$ cat config.mk
export PLATFORM = sky130hd
export DESIGN_NAME = hs_timer
export DESIGN_NICKNAME = d
export VERILOG_FILES = /design/src/rtl/hs_timer_pkg.sv /design/src/rtl/hs_timer_prescaler.sv /design/src/rtl/hs_timer.sv
export SDC_FILE = /design/constraint.sdc
export NUM_CORES = 1
export LEC_CHECK = 0
export ABC_AREA = 0
export CORE_ASPECT_RATIO = 0.8
export CORE_UTILIZATION = 50
export CTS_CLUSTER_DIAMETER = 120
export DETAILED_ROUTE_END_ITERATION = 8
export PLACE_DENSITY = 0.78
export SLEW_MARGIN = 25
export SYNTH_ARGS = -nofsm -noshare
export SYNTH_HDL_FRONTEND = slang
export SYNTH_SLANG_ARGS = --single-unit
$ cat constraint.sdc
create_clock -name clock -period 2.8 [get_ports clock]
set_input_delay 0.56 -clock clock [delete_from_list [all_inputs] [get_ports clock]]
set_output_delay 0.56 -clock clock [all_outputs]
set_load 0.05 [all_outputs]
$ cat src/rtl/hs_timer_pkg.sv
// Shared types and constants for the HS interval timer.
// State encoding, default widths and D-PHY interval tick counts.
package hs_timer_pkg;

   typedef enum logic [1:0] {
      IDLE = 2'd0,
      RUN  = 2'd1,
      HOLD = 2'd2
   } hs_state_t;

   localparam int DEF_WIDTH      = 8;
   localparam int DEF_PRESCALE_W = 4;

   // Interval lengths in timer ticks, loaded by the HS control FSM as max_count.
   localparam int LPX_TICKS        = 6;
   localparam int HS_PREPARE_TICKS = 5;
   localparam int HS_ZERO_TICKS    = 17;
   localparam int HS_TRAIL_TICKS   = 8;

endpackage

$ cat src/rtl/hs_timer_prescaler.sv
// Tick divider for hs_timer: tick is high when the divider reaches terminal,
// after which it wraps to 0. Clear wins over hold.
module hs_timer_prescaler #(
   parameter int W = 4
) (
   input  logic         clock,
   input  logic         reset_n,
   input  logic         clear,
   input  logic         hold,
   input  logic [W-1:0] terminal,
   output logic         tick
);

   logic [W-1:0] presc_reg;

   assign tick = (presc_reg == terminal);

   always_ff @(posedge clock or negedge reset_n) begin
      if (!reset_n) begin
         presc_reg <= '0;
      end else if (clear) begin
         presc_reg <= '0;
      end else if (!hold) begin
         presc_reg <= tick ? '0 : presc_reg + W'(1);
      end
   end

endmodule

$ cat src/rtl/hs_timer.sv
// Programmable interval timer (one-shot / auto-reload, pause, abort).
// Define HS_TIMER_PRESCALE_EN to add the prescale port and tick divider.
module hs_timer
   import hs_timer_pkg::*;
#(
   parameter int WIDTH      = DEF_WIDTH,
   parameter int PRESCALE_W = DEF_PRESCALE_W
) (
   input  logic                  clock,
   input  logic                  reset_n,
   input  logic                  start,
   input  logic                  stop,
   input  logic                  pause,
   input  logic                  mode,
   input  logic [WIDTH-1:0]      max_count,
`ifdef HS_TIMER_PRESCALE_EN
   input  logic [PRESCALE_W-1:0] prescale,
`endif
   output logic                  busy,
   output logic                  done,
   output logic                  err,
   output logic [WIDTH-1:0]      count
);

   hs_state_t        state_reg, state_next;
   logic [WIDTH-1:0] count_reg, count_next;
   logic [WIDTH-1:0] max_q_reg;
   logic             mode_q_reg;
   logic             done_reg, done_next;
   logic             err_reg, err_next;
   logic             load;
   logic             start_ok;
   logic             tick;
   logic [WIDTH-1:0] last_count;

   assign start_ok   = start && (max_count != '0);
   assign last_count = max_q_reg - WIDTH'(1);

`ifdef HS_TIMER_PRESCALE_EN
   logic [PRESCALE_W-1:0] prescale_q_reg;
   logic                  presc_clear;
   logic                  presc_hold;

   // A rejected start (max_count == 0) also freezes the divider for that cycle.
   assign presc_clear = stop || start_ok || (state_reg == IDLE);
   assign presc_hold  = start || pause;

   always_ff @(posedge clock or negedge reset_n) begin
      if (!reset_n) begin
         prescale_q_reg <= '0;
      end else if (!stop && load) begin
         prescale_q_reg <= prescale;
      end
   end

   hs_timer_prescaler #(
      .W (PRESCALE_W)
   ) u_prescaler (
      .clock    (clock),
      .reset_n  (reset_n),
      .clear    (presc_clear),
      .hold     (presc_hold),
      .terminal (prescale_q_reg),
      .tick     (tick)
   );
`else
   assign tick = 1'b1;
`endif

   always_comb begin
      state_next = state_reg;
      count_next = count_reg;
      done_next  = 1'b0;
      err_next   = 1'b0;
      load       = 1'b0;
      if (stop) begin
         state_next = IDLE;
         count_next = '0;
      end else if (start) begin
         if (start_ok) begin
            load       = 1'b1;
            state_next = RUN;
            count_next = '0;
         end else begin
            err_next = 1'b1;
         end
      end else if (state_reg != IDLE) begin
         if (pause) begin
            state_next = HOLD;
         end else begin
            // Leaving HOLD counts on the same edge, so each paused cycle costs one clock.
            state_next = RUN;
            if (tick) begin
               if (count_reg == last_count) begin
                  count_next = '0;
                  done_next  = 1'b1;
                  state_next = mode_q_reg ? RUN : IDLE;
               end else begin
                  count_next = count_reg + WIDTH'(1);
               end
            end
         end
      end
   end

   always_ff @(posedge clock or negedge reset_n) begin
      if (!reset_n) begin
         state_reg  <= IDLE;
         count_reg  <= '0;
         max_q_reg  <= '0;
         mode_q_reg <= 1'b0;
         done_reg   <= 1'b0;
         err_reg    <= 1'b0;
      end else begin
         state_reg <= state_next;
         count_reg <= count_next;
         done_reg  <= done_next;
         err_reg   <= err_next;
         if (load) begin
            max_q_reg  <= max_count;
            mode_q_reg <= mode;
         end
      end
   end

   assign busy  = (state_reg != IDLE);
   assign done  = done_reg;
   assign err   = err_reg;
   assign count = count_reg;

endmodule
==> reports/metrics.csv, run 1 <==
metric,value,unit
status,"finished, final reports clean",
dp_hpwl,2.032,mm
area_delta_synth_final,25.10,%
power.density,413.3,nW/um^2
antenna_cells,0,
rsz0062_at_grt,no,
path_class,input pin to flip-flop,
rr_startpoint,max_q_reg[0]$_DFFE_PN0P_,
grt_antenna_before_repair,0,
ys_types,43,
wire_per_inst,14.77,microns
synth_edf_count,0,
maxCapViolCount,0,
post_cts_resized,0,
dieArea,2656,sq um
place_congestion,0.8436,
synth_fp_nets,145,
finalWirelength,2.689,mm
ant_nets,0,
switching_share,29.56,%
final_cell_mix,"nand2_1, clkdlybuf4s50_1, dfrtp_1, nor2_1",
cp_slowest_stage_delay,0.46,ns
clock_skew,0.005244,ns
combPwrFrac,22.2,%
cts_sinks,21,
core,2233,sq um
post-place-ws,0.1979,ns
clkTransAtPathRegs,0.12,ns
worst_pin_slew,0.4960,ns
hold_path_end,mode_q_reg$_DFFE_PN0P_,
finalSetupViolCount,0,
finalCriticalPeriod,2.298,ns
min_path_type,flip-flop to flip-flop,
drive_gt1_share,9.554,%
cp_top_family,simple AND/OR/NAND/NOR gates,
holdWs,0.5049,ns
ys_seq_area_share,42.86,%
grt_start_max_net_pins,22,
power_frac_seq,54.6,%
drtIter0Drc,22,
synth-main-ff-cell,dfrtp_1,
p_leak,0.6535,nW
crit_chain,"clkdlybuf4s50_1, nor4_1, nand2_1, a211o_1, nand4_1, xor2_1, a21oi_1",
worstHoldStart,mode_q_reg$_DFFE_PN0P_,
clockPowerShare,23.3,%
cp_data_arrival_time,2.50,ns
htreeDepth,1,
cp_max_fo,8,
final.period_utilization,82.09,%
clk_path_buf_depth,2,
grt_overflow,0,
slowest_stage,a211o_1,
reg2reg_slack,0.57,ns
clock.fmax,0.4351,GHz
grt_pass1_wl,4.388,mm
initial_core_util,54.90,%
ir_worst_vdd,285.1,uV
top_level_ports,25,
hold_viol,0,
hold_depth,2,
nets,174,
chipHeight,46.30,microns
vias_per_cell,5.852,
die_width,57.37,microns
worst_slack,0.5015,ns
finalSetupTns,0,ns
cts_tree,done,
syn_inst,129,
timing.rr.end,count[5]$_DFFE_PN0P_,
vias,1065,
hold_buffers,0,
critPathBufInv,1,
intPower,446.6,uW
rr_worst_depth,8,
synth-async-reset-ratio,100.0,%
yosys_warnings,0,
grt_pass1_vias,959,
drc,0,
numCtsBuffers,3,
end_kind,flip-flop,
io_buffer_count,24,
first_pass_iters,6,
postCtsSetupRepairBufs,0,
groute.usage.overall,22.57,%
start_kind,input pin,
p_sw,187.4,uW
num_rows,15,
slew_viol_final,0,
synth_area,1226,sq um
ys_ff_latch,21,
syn-mean-instance-area,9.505,sq um
clk_latency,0.31,ns
layout_commonest_cell,nand2_1,
required,3.00,ns
cts-root-buf,clkbuf_4,
relSlewSlack,66.83,%
-- worst reg2reg max path, delay by kind of cell, from the launching register on --
| family | cells | cell delay, ns |
|---|---|---|
| DFF | 1 | 0.43 |
| buffers and inverters | 1 | 0.10 |
| adders and majority gates | 1 | 0.18 |
| and+or+nand+nor | 2 | 0.68 |
| AOI/OAI and AO/OA | 4 | 0.74 |
-- layer usage --
layer	track usage, %	share of wire (%)
met4	5.854	0.93
met1	30.11	50
met5	0	0
met2	36.98	45
met3	5.899	4.6
-- cells in the mapped netlist (2+ instances only) --
cell type,number,area (sq um)
o21ai_1,2,10.01
nor3b_1,2,15.01
xnor2_1,6,52.55
a21oi_1,6,30.03
clkbuf_1,2,7.510
nor4_1,3,18.77
inv_1,4,15.01
dfrtp_1,21,525.5
nor3_1,5,25.02
xor2_1,5,43.79
nand4_1,5,31.28
a22o_1,2,17.52
ha_1,2,25.02
nor2_1,9,33.78
and3_1,2,12.51
nand2_1,26,97.59
-- final cells by class --
| cell class | count | area [sq um] |
|---|---|---|
| Inverter | 5 | 18.77 |
| Tap cell | 25 | 31.28 |
| Fill cell | 178 | 699.4 |
| Sequential cell | 21 | 525.5 |
| Multi-Input combinational cell | 100 | 669.4 |
| Clock buffer | 4 | 26.28 |
| Timing Repair Buffer | 27 | 262.8 |
-- worst max path at each step --
stage	start	end	slack, ns	cells after the start
2_1_floorplan	count[7]$_DFFE_PN0P_	count[1]$_DFFE_PN0P_	0.72	4
5_1_grt	max_count[5]	count[6]$_DFFE_PN0P_	0.34	7
3_3_place_gp	max_count[5]	count[6]$_DFFE_PN0P_	0.27	7
6_report	max_count[4]	count[6]$_DFFE_PN0P_	0.50	7
3_5_place_dp	max_count[4]	count[6]$_DFFE_PN0P_	0.20	7
4_1_cts	max_count[4]	count[6]$_DFFE_PN0P_	0.53	7
-- power groups by stage --
stage	Sequential (mW)	Clock [mW]	Combinational (mW)
5_1_grt	0.348	0.162	0.157
4_1_cts	0.345	0.150	0.141
2_1_floorplan	0.346	0	0.0921
6_report	0.346	0.148	0.140
3_5_place_dp	0.351	0	0.140
3_3_place_gp	0.350	0	0.137
-- kinds of logic (layout without fill, tap and decap cells) --
| logic type | Yosys count | in the layout | share of synthesized area (%) |
|---|---|---|---|
| fa+ha+maj | 2 | 2 | 2.040 |
| mux | 1 | 1 | 0.8164 |
| buf+inv | 8 | 36 | 2.550 |
| simple gates | 61 | 61 | 25.41 |
| compound gates | 24 | 24 | 16.63 |
| xor+xnor | 12 | 12 | 9.694 |
| flops | 21 | 21 | 42.86 |
-- stage by stage --
| stage | instance area [sq um] | power (mW) | std cells | utilization [%] |
|---|---|---|---|---|
| after floorplan | 1226 | 0.4386 | 129 | - |
| final | 1534 | 0.6339 | 182 | 68.68 |
| after detailed placement | 1508 | 0.4912 | 178 | 67.51 |
| after global placement | 1508 | 0.4870 | 178 | 67.51 |
| after global routing | 1534 | 0.6679 | 182 | 68.68 |
| after CTS | 1534 | 0.6367 | 182 | 68.68 |
Note: power is estimated with default switching activity, not from simulation.
==> run 2: changes to the inputs <==
CORE_UTILIZATION = 45   (was 50)
PLACE_DENSITY = 0.74   (was 0.78)
clock period = 1.89 ns   (was 2.8 ns; I/O delays follow)
==> reports/metrics.csv, run 2 (synthesis gave the netlist of run 1 again) <==
metric,value,unit,change
drc,0,,unchanged
chipHeight,48.69,microns,+5.2%
power.density,583.3,nW/um^2,+41%
drtIter0Drc,63,,+190%
hold_buffers,0,,unchanged
min_path_type,input pin to asynchronous set/reset pin,,
switching_share,30.02,%,+0.46 points
combPwrFrac,28.5,%,+6.3 points
power.total,1.012,mW,+60%
num_rows,16,,+1
clockPowerShare,21.2,%,-2.1 points
area_delta_synth_final,41.53,%,
antenna_cells,0,,unchanged
drive_gt1_share,30.51,%,+21 points
clock_skew,0.005075,ns,-0.0001688 ns
initial_core_util,48.61,%,-6.3 points
worst_pin_slew,0.5014,ns,+0.005376 ns
htreeDepth,1,,unchanged
top_level_ports,25,,unchanged
die_width,60.36,microns,+5.2%
p_sw,303.9,uW,+62%
slew_viol_final,0,,unchanged
place_congestion,0.8601,,+2.0%
ant_nets,0,,unchanged
worst_slack,-0.1428,ns,-0.6443 ns
groute.usage.overall,24.71,%,+2.1 points
cp_max_fo,7,,-1
dp_hpwl,2.343,mm,+15%
ir_worst_vdd,412.3,uV,+45%
wire_per_inst,14.73,microns,-0.32%
relSlewSlack,66.52,%,-0.31 points
clk_path_buf_depth,2,,unchanged
intPower,708.4,uW,+59%
io_buffer_count,24,,unchanged
grt_start_max_net_pins,22,,unchanged
finalSetupTns,-0.8034,ns,-0.8034 ns
cp_data_arrival_time,2.24,ns,-0.26 ns
violations,setup timing,,
final_cells,213,,+17%
start_kind,flip-flop,,
status,finished with violations,,
cts_sinks,21,,unchanged
final.period_utilization,107.6,%,
place_inst,209,,+17%
grt_overflow,0,,unchanged
core,2522,sq um,+13%
power_frac_seq,50.3,%,-4.3 points
clk_latency,0.30,ns,about the same
design_area,1735,sq um,+13%
vias_per_cell,5.376,,-8.1%
hold_viol,0,,unchanged
path_class,flip-flop to flip-flop,,
grt_pass1_wl,5.313,mm,+21%
finalCriticalPeriod,2.033,ns,
clock.fmax,0.4919,GHz,
cts-root-buf,clkbuf_4,,
maxCapViolCount,0,,unchanged
fill_cells,209,,+17%
place_area,1668,sq um,+11%
layout_commonest_cell,buf_4,,
grt_pass1_vias,1199,,+25%
end_kind,flip-flop,,
numCtsBuffers,3,,unchanged
first_pass_iters,4,,-2
finalSetupViolCount,9,,+9
vias,1145,,+7.5%
grt_antenna_before_repair,0,,unchanged
reg2reg_slack,-0.14,ns,-0.71 ns
p_leak,0.8018,nW,+23%
final_cell_mix,"buf_4, nand2_1, dfrtp_1, clkdlybuf4s50_1, nor2_1",,
rsz0062_at_grt,yes,,
nets,194,,+11%
required,2.10,ns,-0.90 ns
clkTransAtPathRegs,0.11,ns,about the same
finalWirelength,3.137,mm,+17%
dieArea,2939,sq um,+11%
cts_tree,done,,
fin_util,68.80,%,+0.12 points
-- run 2: cell types whose count changed in the layout (fill, tap and decap cells not counted), sizes merged --
cell	change
buf	+29
clkdlybuf4s50	-10
dlymetal6s2s	+1
-- run 2: layout make-up --
cell class / count / area [sq um] / share of cell area (%)
inverter: 5 / 18.77 / 1.081
multi-input combinational: 100 / 724.4 / 41.74
sequential: 21 / 528.0 / 30.43
timing repair buffer: 47 / 392.9 / 22.64
clock buffer: 4 / 26.28 / 1.514
tap: 36 / 45.04 / 2.596
-- run 2: final timing paths --
| kind | to | from | cells past startpoint |
|---|---|---|---|
| setup reg to reg | count[2]$_DFFE_PN0P_ | max_q_reg[1]$_DFFE_PN0P_ | 6 |
| hold / removal | count[5]$_DFFE_PN0P_ | reset_n | 2 |
| hold reg to reg | mode_q_reg$_DFFE_PN0P_ | mode_q_reg$_DFFE_PN0P_ | 2 |
| min in group clock | mode_q_reg$_DFFE_PN0P_ | mode_q_reg$_DFFE_PN0P_ | 2 |
| max in group asynchronous | count[2]$_DFFE_PN0P_ | reset_n | 2 |
| setup / recovery | count[2]$_DFFE_PN0P_ | max_q_reg[1]$_DFFE_PN0P_ | 6 |
-- run 2: metal layers --
layer | global-route usage, % | routed length (microns) | up-vias | share of wire (%)
met5 | 0 | 0 | - | 0
met4 | 10.85 | 78 | 0 | 2.5
met3 | 5.080 | 127 | 9 | 4.0
met2 | 41.03 | 1527 | 31 | 49
met1 | 30.24 | 1404 | 542 | 45
li1 | - | - | 563 | -
-- run 2: power groups by stage --
stage	clock network [mW]	logic, mW	registers, mW
after global routing	0.255	0.315	0.513
after detailed placement	0	0.269	0.515
after global placement	0	0.261	0.514
after floorplan	0	0.141	0.516
final	0.215	0.289	0.509
after CTS	0.227	0.286	0.509
-- run 2: critical path: stages (launching register included) --
cell and delay [ns]:
dfrtp_1 0.43, or4_4 0.56, o21a_1 0.22, o211ai_2 0.15, a41o_4 0.28, nand2_4 0.10
o311ai_2 0.21
-- run 2: timing repair --
item,CTS,global route
pin swaps,8,0
resized for setup,8,1
gates cloned,0,0
setup endpoints to repair,10,11
buffers inserted,0,0
endpoints found under the hold margin,0,0
-- run 2: per-stage QoR --
step	setup WS, ns	hold WS [ns]
global placement	-0.3043	0.4815
global route	-0.2244	0.4092
finish	-0.1428	0.3947
detailed placement	-0.3901	0.4996
CTS	-0.1392	0.3988
floorplan	-0.03943	0.08241
==> run 3: changes to the inputs <==
clock period = 1.65 ns   (was 1.89 ns; I/O delays follow)
==> reports/metrics.csv, run 3 (synthesis gave the netlist of run 1 again) <==
metric,value,unit,change
status,finished with violations,,
violations,setup timing,,
drtIter0Drc,49,,-22%
num_rows,16,,unchanged
initial_core_util,48.61,%,unchanged
drive_gt1_share,35.48,%,+5.0 points
relSlewSlack,79.84,%,+13 points
slew_viol_final,0,,unchanged
vias_per_cell,5.378,,about the same
clkTransAtPathRegs,0.13,ns,+0.02 ns
final_cell_mix,"buf_4, nand2_1, dfrtp_1, clkdlybuf4s50_1",,
antenna_cells,0,,unchanged
finalCriticalPeriod,2.034,ns,+0.001214 ns
place_area,1823,sq um,+9.3%
cp_max_fo,7,,unchanged
finalWirelength,3.267,mm,+4.1%
dp_hpwl,2.535,mm,+8.2%
cts_tree,done,,
numCtsBuffers,3,,unchanged
cp_data_arrival_time,2.24,ns,about the same
place_congestion,0.8372,,-2.7%
nets,203,,+4.6%
end_kind,flip-flop,,
clk_latency,0.31,ns,about the same
chipHeight,48.69,microns,unchanged
min_path_type,input pin to asynchronous set/reset pin,,
area_delta_synth_final,54.90,%,
layout_commonest_cell,buf_4,,
top_level_ports,25,,unchanged
fill_cells,188,,-10%
rsz0062_at_grt,yes,,
clock_skew,0.008599,ns,+0.003524 ns
path_class,flip-flop to flip-flop,,
p_leak,0.8505,nW,+6.1%
die_width,60.36,microns,unchanged
grt.busiest_layer,met2,,
worst_slack,-0.3840,ns,-0.2412 ns
grt_start_max_net_pins,22,,unchanged
hold_viol,0,,unchanged
ir_worst_vdd,663.5,uV,+61%
grt_util_met3,6.150,%,+1.1 points
htreeDepth,1,,unchanged
clock.fmax,0.4916,GHz,about the same
grt_pass1_vias,1231,,+2.7%
fin_util,75.30,%,+6.5 points
groute.usage.overall,25.30,%,+0.59 points
core,2522,sq um,unchanged
final.period_utilization,123.3,%,+16 points
clk_path_buf_depth,2,,unchanged
start_kind,flip-flop,,
ant_nets,0,,unchanged
wire_per_inst,14.72,microns,about the same
first_pass_iters,5,,+1
drc,0,,unchanged
finalSetupViolCount,10,,+1
globalRouteMet2Util,42.31,%,+1.3 points
maxCapViolCount,0,,unchanged
grt_antenna_before_repair,0,,unchanged
dieArea,2939,sq um,unchanged
grt_overflow,0,,unchanged
power.density,628.4,nW/um^2,+7.7%
hold_buffers,0,,unchanged
grt_util_met1,32.25,%,+2.0 points
cts_sinks,21,,unchanged
cts-root-buf,clkbuf_4,,
required,1.86,ns,-0.24 ns
io_buffer_count,24,,unchanged
design_area,1899,sq um,+9.4%
grt_pass1_wl,5.506,mm,+3.6%
worst_pin_slew,0.3014,ns,-0.2000 ns
vias,1194,,+4.3%
-- run 3: cell count changes in the layout (fill, tap and decap cells not counted), sizes merged --
| cell | before | now |
|---|---|---|
| dlymetal6s2s | 1 | 0 |
| clkdlybuf4s50 | 14 | 13 |
| buf | 32 | 43 |
-- run 3: power by group --
part | switching, mW | leakage [nW] | internal, mW
Clock | 0.164 | 0.0150 | 0.0943
Sequential | 0.0321 | 0.274 | 0.545
Combinational | 0.170 | 0.562 | 0.188
Total | 0.366 | 0.850 | 0.828
-- run 3: per-layer routing --
metal / wire (microns) / vias up
li1: - / 579
met5: 0 / -
met4: 29 / 0
met1: 1452 / 570
met2: 1626 / 41
met3: 157 / 4
-- run 3: timing repair --
item / CTS / global route
buffers inserted: 1 / 0
pin swaps: 3 / 0
resized for setup: 6 / 3
setup endpoints to repair: 12 / 17
-- run 3: worst max-delay path: stages, from the launching register on --
cell      delay [ns]
dfrtp_1         0.42
or4_4           0.56
o21a_1          0.21
o211ai_2        0.16
a41o_4          0.28
nand2_4         0.09
o311ai_2        0.22
-- run 3: cell type report --
| type | count | area, sq um | area share, % |
|---|---|---|---|
| Multi-Input combinational cell | 100 | 728.2 | 38.34 |
| Timing Repair Buffer | 56 | 553.0 | 29.12 |
| Inverter | 5 | 18.77 | 0.9881 |
| Tap cell | 36 | 45.04 | 2.372 |
| Clock buffer | 4 | 26.28 | 1.383 |
| Sequential cell | 21 | 528.0 | 27.80 |
-- run 3: through the flow --
| stage | std cells | worst slack [ns] | total power [mW] | hold WS (ns) | TNS (ns) |
|---|---|---|---|---|---|
| floorplan | 129 | -0.2794 | 0.7524 | 0.03441 | -2.185 |
| global placement | 217 | -0.4880 | 0.8998 | 0.4767 | -6.059 |
| detailed placement | 217 | -0.5394 | 0.9133 | 0.4873 | -7.156 |
| CTS | 222 | -0.3855 | 1.192 | 0.3708 | -3.001 |
| global route | 222 | -0.4707 | 1.252 | 0.3812 | -4.037 |
| finish | 222 | -0.3840 | 1.194 | 0.3559 | -3.069 |
-- run 3: path summary, 6_finish.rpt --
check / cells past startpoint / slack (ns) / startpoint / to
min in group clock: 2 / 0.51 / mode_q_reg$_DFFE_PN0P_ / mode_q_reg$_DFFE_PN0P_
min: 2 / 0.36 / reset_n / count[6]$_DFFE_PN0P_
max reg2reg: 6 / -0.38 / max_q_reg[1]$_DFFE_PN0P_ / count[2]$_DFFE_PN0P_
max: 6 / -0.38 / max_q_reg[1]$_DFFE_PN0P_ / count[2]$_DFFE_PN0P_
max in group asynchronous: 2 / 1.05 / reset_n / count[2]$_DFFE_PN0P_
min reg2reg: 2 / 0.51 / mode_q_reg$_DFFE_PN0P_ / mode_q_reg$_DFFE_PN0P_
